File: config.mk
export PLATFORM = sky130hd
export DESIGN_NAME = edge_detector_frame_ctrl
export DESIGN_NICKNAME = d
export VERILOG_FILES = /design/src/rtl/edge_detector_frame_ctrl.sv
export SDC_FILE = /design/constraint.sdc
export NUM_CORES = 1
export LEC_CHECK = 0
export ABC_CLOCK_PERIOD_IN_PS = 1650
export CORE_MARGIN = 5
export CORE_UTILIZATION = 40
export DETAILED_ROUTE_END_ITERATION = 10
export PLACE_DENSITY_LB_ADDON = 0.05
export SYNTH_ARGS = -nofsm -noshare
export SYNTH_HDL_FRONTEND = slang
export SYNTH_SLANG_ARGS = --single-unit
File: constraint.sdc
create_clock -name clk_i -period 1.65 [get_ports clk_i]
set_input_delay 0.165 -clock clk_i [delete_from_list [all_inputs] [get_ports clk_i]]
set_output_delay 0.165 -clock clk_i [all_outputs]
set_load 0.01 [all_outputs]
File: src/rtl/edge_detector_frame_ctrl.sv
// Frame-level sequencer for the edge-detection filter: walks every pixel of an
// IMG_W x IMG_H frame through get -> calc -> put, with abort and a done pulse.
module edge_detector_frame_ctrl #(
    parameter int IMG_W       = 64,
    parameter int IMG_H       = 64,
    parameter int CALC_CYCLES = 4,
    localparam int XW = (IMG_W > 1) ? $clog2(IMG_W) : 1,
    localparam int YW = (IMG_H > 1) ? $clog2(IMG_H) : 1,
    localparam int CW = $clog2(CALC_CYCLES + 1)
) (
    input  logic          clk_i,
    input  logic          rst_i,
    input  logic          start_i,
    input  logic          abort_i,
    input  logic          in_valid_i,
    output logic          in_ready_o,
    output logic          calc_en_o,
    output logic          out_valid_o,
    input  logic          out_ready_i,
    output logic [XW-1:0] pix_x_o,
    output logic [YW-1:0] pix_y_o,
    output logic          busy_o,
    output logic          done_o,
    output logic [2:0]    state_dbg_o
);

    // Handshakes: a transfer happens on a rising edge where valid and ready are
    // both high; ready/valid here are pure functions of the registered state,
    // and abort_i overrides any transfer on the same edge.
    typedef enum logic [2:0] {
        ST_IDLE = 3'd0,
        ST_ARM  = 3'd1,
        ST_GET  = 3'd2,
        ST_CALC = 3'd3,
        ST_PUT  = 3'd4,
        ST_DONE = 3'd5
    } state_t;

    localparam logic [XW-1:0] X_LAST = XW'(IMG_W - 1);
    localparam logic [YW-1:0] Y_LAST = YW'(IMG_H - 1);
    localparam logic [CW-1:0] C_LAST = CW'(CALC_CYCLES - 1);

    state_t        state_q, state_d;
    logic [XW-1:0] x_q, x_d;
    logic [YW-1:0] y_q, y_d;
    logic [CW-1:0] cnt_q, cnt_d;
    logic          in_ready_q, calc_en_q, out_valid_q, busy_q, done_q;

    always_comb begin
        state_d = state_q;
        x_d     = x_q;
        y_d     = y_q;
        cnt_d   = cnt_q;
        case (state_q)
            ST_IDLE: begin
                if (start_i) state_d = ST_ARM;
            end
            ST_ARM: begin
                x_d = '0;
                y_d = '0;
                if (!start_i) state_d = ST_GET;
            end
            ST_GET: begin
                if (in_valid_i) begin
                    state_d = ST_CALC;
                    cnt_d   = '0;
                end
            end
            ST_CALC: begin
                cnt_d = cnt_q + 1'b1;
                if (cnt_q == C_LAST) begin
                    state_d = ST_PUT;
                    cnt_d   = '0;
                end
            end
            ST_PUT: begin
                if (out_ready_i) begin
                    if (x_q == X_LAST && y_q == Y_LAST) begin
                        state_d = ST_DONE;
                    end else begin
                        state_d = ST_GET;
                        if (x_q == X_LAST) begin
                            x_d = '0;
                            y_d = y_q + 1'b1;
                        end else begin
                            x_d = x_q + 1'b1;
                        end
                    end
                end
            end
            ST_DONE: begin
                state_d = ST_IDLE;
                x_d     = '0;
                y_d     = '0;
            end
            default: begin
                state_d = ST_IDLE;
                x_d     = '0;
                y_d     = '0;
                cnt_d   = '0;
            end
        endcase

        // Abort overrides every transition, including a same-cycle handshake.
        if (abort_i && state_q != ST_IDLE) begin
            state_d = ST_IDLE;
            x_d     = '0;
            y_d     = '0;
            cnt_d   = '0;
        end
    end

    // Outputs are registered from the next state so they line up with state_q.
    always_ff @(posedge clk_i or posedge rst_i) begin
        if (rst_i) begin
            state_q     <= ST_IDLE;
            x_q         <= '0;
            y_q         <= '0;
            cnt_q       <= '0;
            in_ready_q  <= 1'b0;
            calc_en_q   <= 1'b0;
            out_valid_q <= 1'b0;
            busy_q      <= 1'b0;
            done_q      <= 1'b0;
        end else begin
            state_q     <= state_d;
            x_q         <= x_d;
            y_q         <= y_d;
            cnt_q       <= cnt_d;
            in_ready_q  <= (state_d == ST_GET);
            calc_en_q   <= (state_d == ST_CALC);
            out_valid_q <= (state_d == ST_PUT);
            busy_q      <= (state_d != ST_IDLE);
            done_q      <= (state_d == ST_DONE);
        end
    end

    assign in_ready_o  = in_ready_q;
    assign calc_en_o   = calc_en_q;
    assign out_valid_o = out_valid_q;
    assign busy_o      = busy_q;
    assign done_o      = done_q;
    assign pix_x_o     = x_q;
    assign pix_y_o     = y_q;
    assign state_dbg_o = state_q;

endmodule
## Yosys cells after proc, flatten, opt, wreduce, memory -nomap -nowiden

Index checks and enable logic that the tools add are counted.

- Output and inout bits: 20
- Bits in latches: 0
- Memory bits (writable): 0
- Memories kept: 0
- Logic and storage cells: 62
- Bits of input ports: 6
- Register bits after elaboration: 23
- Memory bits (read-only): 0

- Add/sub/neg operators: 3
- Equal/unequal tests: 18
- Multipliers: 0
- Magnitude comparators: 0
- Shift operators: 0
- Bitwise operators: 0
- Div/mod/pow operators: 0
- Reductions and logical operators: 10
- Muxes and demuxes: 22

Operator list:

| cell | count |
|---|---|
| 2-to-1 mux 6 bit | 8 |
| 2-to-1 mux 3 bit | 10 |
| case mux 6 bit (2 select lines) | 2 |
| equality test 3 x 2 -> 1 bit, second input constant | 5 |
| case mux 3 bit (5 select lines) | 1 |
| adder 6 x 1 -> 6 bit, second input constant | 2 |
| equality test 3 bit, second input constant | 4 |
| equality test 6 bit, second input constant | 2 |
| inequality test 3 bit, second input constant | 4 |
| case mux 3 bit (3 select lines) | 1 |
| nonzero test 3 bit | 2 |
| inequality test 2 x 1 -> 1 bit, second input constant | 2 |
| AND reduction 4 bit | 1 |
| OR reduction 4 bit | 1 |
| adder 3 x 1 -> 3 bit, second input constant | 1 |
| equality test 3 x 1 -> 1 bit, second input constant | 1 |
| logical NOT 3 bit | 1 |
| AND reduction 3 bit | 1 |
| OR reduction 3 bit | 1 |
| logical AND 1 bit | 2 |
| AND reduction 2 bit | 1 |

## Depth between registers and ports, before layout

- Depth after elaboration: 7
- Mapped depth: 7
- Depth with buffers taken out: 7

## Worst setup path before layout

OpenSTA, ideal clock, no wires.

- Path kind: reg-to-reg
- Start: register x_q[0], in the netlist pix_x_o[0]
- End: register x_q[5], in the netlist pix_x_o[5]
- Path buffers: 0
- Setup time: 69 ps
- Arrival time: 1715 ps
- Slack: -134 ps
- Period minus slack after synthesis: 1784 ps
- Cell stages (with the launch flop): 7
- Data required time: 1581 ps
- Cell sequence: dfrtp_1 ha_1 and3_1 nand4_1 a21oi_4 or4_1 nand3_1

- Longest elaborated chain between the ends: 6
- Elaborated cells on any way between the ends: 10
- Those cells by class: add/sub: 1; eq/ne: 2; mux: 5; reduce/logical: 2

Ends and longest elaborated chain:

| what | line | text |
|---|---|---|
| start, declared | 44 | `logic [XW-1:0] x_q, x_d;` |
| start signal, assigned | 117 | `x_q <= '0;` |
| start signal, assigned | 127 | `x_q <= x_d;` |
| adder 6 x 1 -> 6 bit or equality test 6 bit (tied branches) | 86, 78, 82 |  |
| 2-to-1 mux 6 bit | 82 | `if (x_q == X_LAST) begin` |
| 2-to-1 mux 6 bit | 78 | `if (x_q == X_LAST && y_q == Y_LAST) begin` |
| 2-to-1 mux 6 bit | 77 | `if (out_ready_i) begin` |
| case mux 6 bit (2 select lines) | 54 | `case (state_q)` |
| 2-to-1 mux 6 bit | 105 | `if (abort_i && state_q != ST_IDLE) begin` |

Several ways; a longest one is shown, not always the timed one. The select of a mux whose other input is x is not followed.
A chain may end at the register's enable or synchronous reset.

## Final worst setup path

- Start: register state_q[0], in the netlist state_dbg_o[0]
- End: output port state_dbg_o[0]

RTL lines:

| what | line | text |
|---|---|---|
| start, declared | 43 | `state_t state_q, state_d;` |
| start signal, assigned | 126 | `state_q <= state_d;` |
| end, declared | 24 | `output logic [2:0] state_dbg_o` |

No word-level cell between the ends.

==> results.ini <==
[synth]
synth_mux_area_share_pct=0
seq_area_frac_synth_pct=46.18
synthAdderAreaFrac_pct=3.012
synthSimpleGateAreaFrac_pct=25.80
synthArstFlopShare_pct=100.0
synth_ff_type=dfrtp_1
synthTopCellsByCount=23 x dfrtp_1, 10 x nand2_1, 10 x nor2_1
syn_nets=138
synth_warnings=0
avgSynthCellArea_um2=9.660
synth-xor-area-share_pct=0
netlist.top_cell.by_area=dfrtp_1
syn-cell-area_mm2=0.001246
synth_top_family_by_area=simple AND/OR/NAND/NOR gates
ys_top_cells_by_area=dfrtp_1 46%, nand3_1 3.6%, o21ai_0 3.6%
synth_edf_count=0
synth.distinct_cells=42
synth.most_common_cell=dfrtp_1
synth_compound_area_share_pct=21.39
synthCells=129
ys_ff_latch=23
yosysTopAreaCellShare_pct=46.18

[cts]
cts_buffers=3
cts_root_buf=clkbuf_4
path_clk_slew_ns=0.13
clkLatencyLatePin_ns=0.33
cts_tree=done
cts.htree.levels=1
clockBufferDepth=2
cts_sinks=23

[worst_setup_path]
reg2reg_setup_slack_ns=-0.02
r2r-start=pix_x_o[0]
crit_path_max_fanout=5
start_kind=flip-flop
r2r-end=pix_x_o[2]
arrival_ns=1.51
cp-endpoint=state_dbg_o[0]
reg2reg_depth=6
setup.worst_path.start=state_dbg_o[0]
critPathCaptureType=output pin
worstSetupPathType=flip-flop to output pin
required_ns=1.48

[routing]
drt-total-wl_um=3210
drtPass1Iterations=4
drc=0
wl_per_cell_um=13.90
ant_nets=0
avgViaCountPerCell=5.264
drtIter0Drc=29
vias=1216

[sta]
relSlewSlack_pct=70.77
hold_viol=0
setup_ws_ns=-0.02109
min_period_over_period_pct=101.3
fin_skew_ns=0.008930
rsz0062_at_grt=yes
fmax_mhz=598.4
worst_slew_pin_slew_ns=0.4371
timing.final.max_slew_violations=0
whs_ns=0.1636
period_needed_ns=1.671
finalSetupViolations=5

[global_routing]
grt_max_degree=24
antenna_found_initial=0
grt_pass1_vias=1201
track_usage_pct=16.11
gr-total-overflow=0
grt_pass1_wl_um=5423

[floorplan]
dieArea_mm2=0.004332
placementRows=20
core_mm2=0.003028
io_pins=26
fp.dieW_um=65.82
dieHeight_um=65.82
start_util_pct=41.16

[run]
max_cap_viol_count=0

[finish]
n_antenna_cell=0
nets=197
fin_util_pct=60.83
drive_gt1_share_pct=28.88
area_delta_synth_final_pct=47.79

[pwr]
ir_drop_v=0.0006210
p_leak_uw=0.0008630
comb_power_share_pct=45.0
p_int_uw=1145
p_seq_share_pct=39.4
swShare_pct=35.31
clkPwrFrac_pct=15.6
power_switching_uw=625.1
cellPowerDensity_mw_per_mm2=961.2

[hold_path]
worstHoldPathType=primary input to async pin

[status]
violations=negative setup slack
status=finished, violations left

[placement]
hpwl_um=2467
numPortBuffers=25
place_congestion=0.7686

## state kept, by name, summed over array words and instances (netlist names)
signal       flops
pix_x_o          6
in_ready_o       1
done_o           1
out_valid_o      1
calc_en_o        1
state_dbg_o      3
busy_o           1
cnt_q            3
pix_y_o          6
## metrics by stage
step           total power [uW]  setup TNS, ns  cell area, um^2  setup slack, ns  instances
3_5_place_dp               1426        -0.6341             1758          -0.1305        225
6_report                   1770       -0.07881             1842         -0.02109        231
3_3_place_gp               1416        -0.3069             1758         -0.08745        225
2_1_floorplan              1119       -0.01968             1254         -0.01968        129
5_1_grt                    1879         -1.320             1842          -0.1439        231
4_1_cts                    1772        -0.1697             1836         -0.05048        231
## placed cells by master, fill, tap and decap left out, drive strengths merged, types with 2 or more instances in the layout
master / count
a21oi: 4
or2: 2
buf: 32
nand3: 9
inv: 5
clkdlybuf4s50: 25
nand4: 3
dfrtp: 23
and3: 4
a22oi: 2
nand3b: 2
nor2: 12
o21ai: 13
clkbuf: 4
a31oi: 2
nand2b: 4
and2b: 2
nand2: 11
ha: 3
o31ai: 6
o21a: 3
and2: 4
## logic make-up after synthesis
family                   count (synthesis)
buffers and inverters                    8
AND/OR/NAND/NOR                         58
flip-flops                              23
AO/OA/AOI/OAI                           37
adder cells (fa/ha/maj)                  3
## layout make-up
class | count | area, um^2
fillers | 279 | 1186
multi-input cells | 98 | 670.6
flip-flops and latches | 23 | 576.8
repair buffers | 57 | 494.2
well taps | 44 | 55.05
clock buffers | 4 | 26.28
inverters | 5 | 18.77
## how the worst min path moves through the flow
stage,cells after the start,slack [ns],endpoint
final,3,0.16,in_ready_o
after global routing,3,0.19,pix_x_o[4]
after CTS,3,0.17,in_ready_o
after detailed placement,1,0.49,cnt_q[0]
after global placement,1,0.48,cnt_q[0]
after floorplan,1,0.17,busy_o
## critical path, cell delays in order (launching register included)
cell and delay (ns):
dfrtp_1 0.48, buf_4 0.17, clkdlybuf4s50_1 0.53
## metal layers
metal | share of wire, % | wire [um] | GRT usage, % | vias up
li1 | - | - | - | 596
met1 | 47 | 1501 | 21.05 | 596
met2 | 48 | 1539 | 26.16 | 17
met3 | 3.5 | 111 | 3.401 | 7
met4 | 1.8 | 58 | 5.699 | 0
met5 | 0 | 0 | 0 | -
## power by group through the flow
stage / clock network [uW] / logic (uW) / registers (uW)
floorplan: 0 / 407 / 712
global placement: 0 / 720 / 696
CTS: 288 / 796 / 687
finish: 276 / 797 / 697
global route: 308 / 861 / 710
detailed placement: 0 / 726 / 699
## what timing repair did
action / CTS / global route
endpoints found under the hold margin: 0 / 0
setup endpoints to repair: 7 / 20
resized for setup: 6 / 2
pin swaps: 4 / 1
hold buffers: 0 / 0
gates cloned: 0 / 0
setup buffers: 2 / 0
(Power assumes the default switching activity.)
